==> src/rtl/uart_rx_pin.sv <==
// 8N1 UART receiver with an rx synchroniser and a mid-bit sampling FSM.
// Received bytes go to core logic through valid/ready, with framing and overrun reporting.
module uart_rx_pin #(
  parameter int CLKS_PER_BIT = 16,
  parameter int SYNC_STAGES  = 2
) (
  input  logic       clk,
  input  logic       rst_n,
  input  logic       ena,
  input  logic       rx_i,
  output logic [7:0] data_o,
  output logic       valid_o,
  input  logic       ready_i,
  output logic       frame_err_o,
  output logic       overrun_o,
  output logic       busy_o
);

  localparam int CW = $clog2(CLKS_PER_BIT);
  localparam logic [CW-1:0] HALF_M1 = CW'(CLKS_PER_BIT / 2 - 1);
  localparam logic [CW-1:0] FULL_M1 = CW'(CLKS_PER_BIT - 1);

  localparam logic [2:0] IDLE  = 3'd0;
  localparam logic [2:0] START = 3'd1;
  localparam logic [2:0] DATA  = 3'd2;
  localparam logic [2:0] STOP  = 3'd3;
  localparam logic [2:0] BRK   = 3'd4;

  logic [SYNC_STAGES-1:0] sync_q;
  logic                   rxs;
  logic                   rxs_prev;
  logic [2:0]             state;
  logic [CW-1:0]          cnt;
  logic [2:0]             bit_idx;
  logic [7:0]             shift_q;

  assign rxs    = sync_q[SYNC_STAGES-1];
  assign busy_o = (state != IDLE);

  always_ff @(posedge clk or negedge rst_n) begin
    if (!rst_n) begin
      sync_q   <= '1;
      rxs_prev <= 1'b1;
    end else begin
      sync_q   <= {sync_q[SYNC_STAGES-2:0], rx_i};
      rxs_prev <= rxs;
    end
  end

  // Handshake: a byte is transferred in any cycle where valid_o & ready_i; valid_o drops
  // the next cycle unless a new byte completes in that same cycle and takes its place.
  always_ff @(posedge clk or negedge rst_n) begin
    if (!rst_n) begin
      state       <= IDLE;
      cnt         <= '0;
      bit_idx     <= '0;
      shift_q     <= '0;
      data_o      <= '0;
      valid_o     <= 1'b0;
      frame_err_o <= 1'b0;
      overrun_o   <= 1'b0;
    end else begin
      frame_err_o <= 1'b0;
      if (valid_o && ready_i) begin
        valid_o   <= 1'b0;
        overrun_o <= 1'b0;
      end
      if (!ena) begin
        state   <= IDLE;
        cnt     <= '0;
        bit_idx <= '0;
      end else begin
        case (state)
          IDLE: begin
            if (rxs_prev && !rxs) begin
              cnt   <= HALF_M1;
              state <= START;
            end
          end
          START: begin
            if (cnt == '0) begin
              if (rxs) begin
                state <= IDLE;
              end else begin
                cnt     <= FULL_M1;
                bit_idx <= '0;
                state   <= DATA;
              end
            end else begin
              cnt <= cnt - 1'b1;
            end
          end
          DATA: begin
            if (cnt == '0) begin
              shift_q <= {rxs, shift_q[7:1]};
              cnt     <= FULL_M1;
              if (bit_idx == 3'd7) state <= STOP;
              else bit_idx <= bit_idx + 1'b1;
            end else begin
              cnt <= cnt - 1'b1;
            end
          end
          STOP: begin
            if (cnt == '0) begin
              cnt <= FULL_M1;
              if (rxs) begin
                if (!valid_o || ready_i) begin
                  data_o  <= shift_q;
                  valid_o <= 1'b1;
                end else begin
                  overrun_o <= 1'b1;
                end
                state <= IDLE;
              end else begin
                frame_err_o <= 1'b1;
                state       <= BRK;
              end
            end else begin
              cnt <= cnt - 1'b1;
            end
          end
          BRK: begin
            // A line held low must return high before a new start can be recognised.
            cnt <= (cnt == '0) ? FULL_M1 : cnt - 1'b1;
            if (rxs) state <= IDLE;
          end
          default: state <= IDLE;
        endcase
      end
    end
  end

endmodule
==> config.mk <==
export PLATFORM = sky130hd
export DESIGN_NAME = uart_rx_pin
export DESIGN_NICKNAME = d
export VERILOG_FILES = /design/src/rtl/uart_rx_pin.sv
export SDC_FILE = /design/constraint.sdc
export NUM_CORES = 1
export LEC_CHECK = 0
export CAP_MARGIN = 5
export CORE_UTILIZATION = 49
export DETAILED_ROUTE_END_ITERATION = 8
export GPL_TIMING_DRIVEN = 0
export MAX_ROUTING_LAYER = met4
export PLACE_DENSITY = 0.81
export SLEW_MARGIN = 15
export SYNTH_ARGS = -nofsm -noshare
export SYNTH_HDL_FRONTEND = slang
export SYNTH_SLANG_ARGS = --single-unit
==> constraint.sdc <==
create_clock -name clk -period 2 [get_ports clk]
set_input_delay 0.6 -clock clk [delete_from_list [all_inputs] [get_ports clk]]
set_output_delay 0.6 -clock clk [all_outputs]
set_load 0.005 [all_outputs]
==> results_tabular.tex <==
\begin{tabular}{lr}
\hline
Metric & Value \\
\hline
\multicolumn{2}{l}{\textbf{Status}} \\
Run status & finished, violations left \\
Failing checks & design-rule violations, negative setup slack \\
\multicolumn{2}{l}{\textbf{Power}} \\
PwrDens & 816.6 mW/mm² \\
Static leakage power & 0.8674 nW \\
Worst supply voltage drop on vdd & 0.5349 mV \\
\multicolumn{2}{l}{\textbf{STA}} \\
Maximum clock rate & 0.4966 GHz \\
Number of slew-limit violations in the final report & 0 \\
Final critical path time including I/O delays and setup & 2.014 ns \\
Normalized max-slew margin & 54.05\% \\
Hold slack & 0.2766 ns \\
Setup repair after global routing missed its margin & yes \\
Transition time at the pin with the least slew margin & 0.6893 ns \\
Portion of the clock cycle consumed by the worst path in the final layout & 100.7\% \\
Worst setup slack after layout & -0.01384 ns \\
Final Setup Violations & 3 \\
Count of final hold-check violations & 0 \\
Worst Clk Skew & 0.01507 ns \\
Setup tns final & -0.02525 ns \\
\multicolumn{2}{l}{\textbf{Layout}} \\
Register cell area after layout & 807.0 µm² \\
Utilization after layout & 66.32\% \\
Fraction of layout cells with a size suffix above 1 & 33.33\% \\
Area growth syn-to-layout & 23.93\% \\
Fill cell count & 218 \\
Final layout net count & 166 \\
Multi-input gate area in the final layout & 686.9 µm² \\
Count of antenna diodes in the layout & 0 \\
\multicolumn{2}{l}{\textbf{Floorplanning}} \\
Vertical die dimension & 57.82 µm \\
Standard cell core area & 0.002853 mm² \\
Top-Level Pins & 17 \\
DIE AREA & 0.003343 mm² \\
Starting Density & 53.51\% \\
Overall die width & 57.82 µm \\
Site Rows & 19 \\
\multicolumn{2}{l}{\textbf{Logic synthesis}} \\
FF+latch count, synth & 32 \\
Top post-synthesis cells by count & sky130\_fd\_sc\_hd\_\_dfrtp\_1 (29), sky130\_fd\_sc\_hd\_\_nand2\_1 (10), sky130\_fd\_sc\_hd\_\_inv\_1 (9) \\
Prevailing post-synth register cell & sky130\_fd\_sc\_hd\_\_dfrtp\_1 \\
Dominant cells by area after synthesis & sky130\_fd\_sc\_hd\_\_dfrtp\_1 (48\%), sky130\_fd\_sc\_hd\_\_mux2\_4 (7.9\%), sky130\_fd\_sc\_hd\_\_mux2\_2 (5.9\%) \\
Total number of yosys warnings & 0 \\
EDFF count, synth & 0 \\
Count of distinct cell types in the synthesized netlist & 41 \\
Async SR Flop Fraction & 100.0\% \\
Average instance area after synthesis & 12.02 µm² \\
Library cell with the highest instance count after synthesis & sky130\_fd\_sc\_hd\_\_dfrtp\_1 \\
Synth Instances & 127 \\
Cell taking the most area after synthesis & sky130\_fd\_sc\_hd\_\_dfrtp\_1 \\
Post-synthesis net count & 135 \\
Post-synth design cell area & 0.001526 mm² \\
Register area share after synthesis & 52.70\% \\
Synth top area share & 47.54\% \\
\multicolumn{2}{l}{\textbf{Placement}} \\
Final weighted congestion in routability-driven placement & 0.8659 \\
Placed wire-length estimate & 1.918 mm \\
Port Buffer Count & 15 \\
\multicolumn{2}{l}{\textbf{Route}} \\
Total number of vias & 1064 \\
Final routed wirelength across all metal layers & 2.918 mm \\
DRC viols & 1 \\
Per-cell via count in the routed design & 5.600 \\
Iter 0 DRT Violations & 64 \\
Routed length per instance & 15.36 µm \\
Count of TritonRoute iterations in the first routing pass & 6 \\
Count of nets left with antenna violations after detail routing & 0 \\
\multicolumn{2}{l}{\textbf{Clock tree}} \\
Number of sinks on the clock net & 32 \\
Buffers from clock root to sink, at most & 2 \\
Clock transition time at the flip-flop clock pins of the worst setup and hold paths & 0.11 ns \\
Skew-Pair Late Insertion Delay & 0.35 ns \\
CTS Root Buffer Type & sky130\_fd\_sc\_hd\_\_clkbuf\_4 \\
H-Tree Level Count & 2 \\
Clock tree from TritonCTS & yes \\
Num CTS Buffers & 5 \\
Total of hold buffers inserted after clock tree synthesis & 0 \\
\multicolumn{2}{l}{\textbf{Setup path}} \\
Largest stage delay on the critical path & 0.42 ns \\
Setup slack on the worst flop-to-flop path & -0.01 ns \\
Kind of end point of the critical path & flip-flop \\
Type of the worst setup path & flip-flop to flip-flop \\
Crit. path cell count & 7 \\
Worst Setup SP & cnt[1] \\
Number of buffer and inverter stages on the critical path & 2 \\
CP Data Arrival Time & 2.24 ns \\
Worst-path cell chain & inv\_2 > ha\_4 > or3b\_4 > nor4\_4 > o21a\_1 > buf\_6 > mux2\_4 \\
Required time worst endpoint & 2.23 ns \\
Number of cells traversed by the worst register-to-register path & 7 \\
Library cell contributing the largest single delay on the critical path & sky130\_fd\_sc\_hd\_\_or3b\_4 \\
Destination of the worst register-to-register timing path & data\_o[5] \\
Worst Setup Start Kind & flip-flop \\
Cell family with the largest share of critical-path delay & simple AND/OR/NAND/NOR gates \\
Worst Setup EP & data\_o[5] \\
Critical Path Fanout Max & 8 \\
Launch point of the worst reg-to-reg path & cnt[1] \\
\multicolumn{2}{l}{\textbf{Hold path}} \\
Hold/Removal Path Class & input pin to asynchronous set/reset pin \\
\multicolumn{2}{l}{\textbf{Global route}} \\
Largest net degree at the start of global routing & 33 \\
Global-route wire length before repair & 5.099 mm \\
Met2 GRT Util & 30.71\% \\
Initial antenna violation count & 0 \\
Overall overflow remaining after global route & 0 \\
Met1 Usage GRT & 27.65\% \\
Most crowded layer after global routing & met2 \\
Combined global-route utilization of all metal layers & 21.37\% \\
Global routing usage on met3 & 7.366\% \\
Number of global-route vias before repair & 1092 \\
\multicolumn{2}{l}{\textbf{Job}} \\
Max-cap violations & 0 \\
\hline
\end{tabular}
how the worst min path moves through the flow:
stage / from / to / slack [ns] / cells past startpoint
6_report: rst_n / data_o[1] / 0.28 / 1
5_1_grt: rst_n / data_o[1] / 0.33 / 1
4_1_cts: rst_n / data_o[1] / 0.31 / 1
3_5_place_dp: sync_q[0] / sync_q[1] / 0.35 / 0
3_3_place_gp: sync_q[0] / sync_q[1] / 0.35 / 0
2_1_floorplan: rst_n / bit_idx[0] / 0.30 / 0
layout by cell type (no fill, tap or decap), drive strengths merged, types with 3 or more instances in the layout:
| cell type | netlist | layout |
|---|---|---|
| mux2 | 17 | 17 |
| nor2 | 4 | 4 |
| buf | 4 | 15 |
| clkbuf | 1 | 8 |
| dfrtp | 29 | 29 |
| ha | 3 | 3 |
| dfstp | 3 | 3 |
| nand2b | 3 | 3 |
| nand2 | 10 | 10 |
| inv | 9 | 9 |
| nor3b | 3 | 3 |
| a21oi | 7 | 7 |
| o21ai | 5 | 5 |
| clkdlybuf4s50 | 0 | 13 |
flip-flops by register name, summed over array words and instances, names as in the netlist:
signal       flops
data_o           8
shift_q          8
cnt              4
bit_idx          3
state            3
sync_q           2
frame_err_o      1
overrun_o        1
rxs_prev         1
valid_o          1
routing by layer:
metal  part of all wire (%)  vias up
li1                       -      515
met1                     47      523
met2                     47       23
met3                    4.8        3
met4                    1.1        0
met5                      0        -
metrics by stage:
| step | area [µm²] | total power, W | worst slack (ns) | std cells |
|---|---|---|---|---|
| floorplan | 1529 | 0.0009625 | 0.08264 | 127 |
| global placement | 1718 | 0.001035 | -0.1957 | 173 |
| detailed placement | 1713 | 0.001052 | -0.1076 | 173 |
| CTS | 1852 | 0.001508 | 0.01417 | 187 |
| global route | 1892 | 0.001634 | -0.06361 | 190 |
| finish | 1892 | 0.001545 | -0.01384 | 190 |
kinds of logic after synthesis:
family                     after synthesis  share of synthesized area, %
muxes                                   19                         15.82
AOI/OAI and AO/OA                       26                         11.72
DFF                                     32                         52.71
buffers and inverters                   14                         4.180
adders and majority gates                3                         2.459
and+or+nand+nor                         33                         13.12
cell type report:
type                    instances  area share [%]
inverters                       9           1.786
repair buffers                 25           11.71
clock inverters                 1          0.3968
well taps                      31           2.050
flip-flops and latches         32           42.66
clock buffers                   7           2.910
multi-input cells              81           36.31
plain buffers                   4           2.183
power breakdown:
part	switching (W)	total, W	leakage [nW]	internal [W]
clock network	0.000228	0.000400	0.0315	0.000172
logic	0.000199	0.000407	0.408	0.000208
registers	0.0000453	0.000738	0.428	0.000692
total	0.000472	0.00154	0.867	0.00107
what timing repair did:
action	CTS	global route
endpoints found under the setup margin	10	18
resized for setup	14	3
pin swaps	0	1
buffers inserted	7	3
No activity file was read; power rests on OpenSTA's default activity.
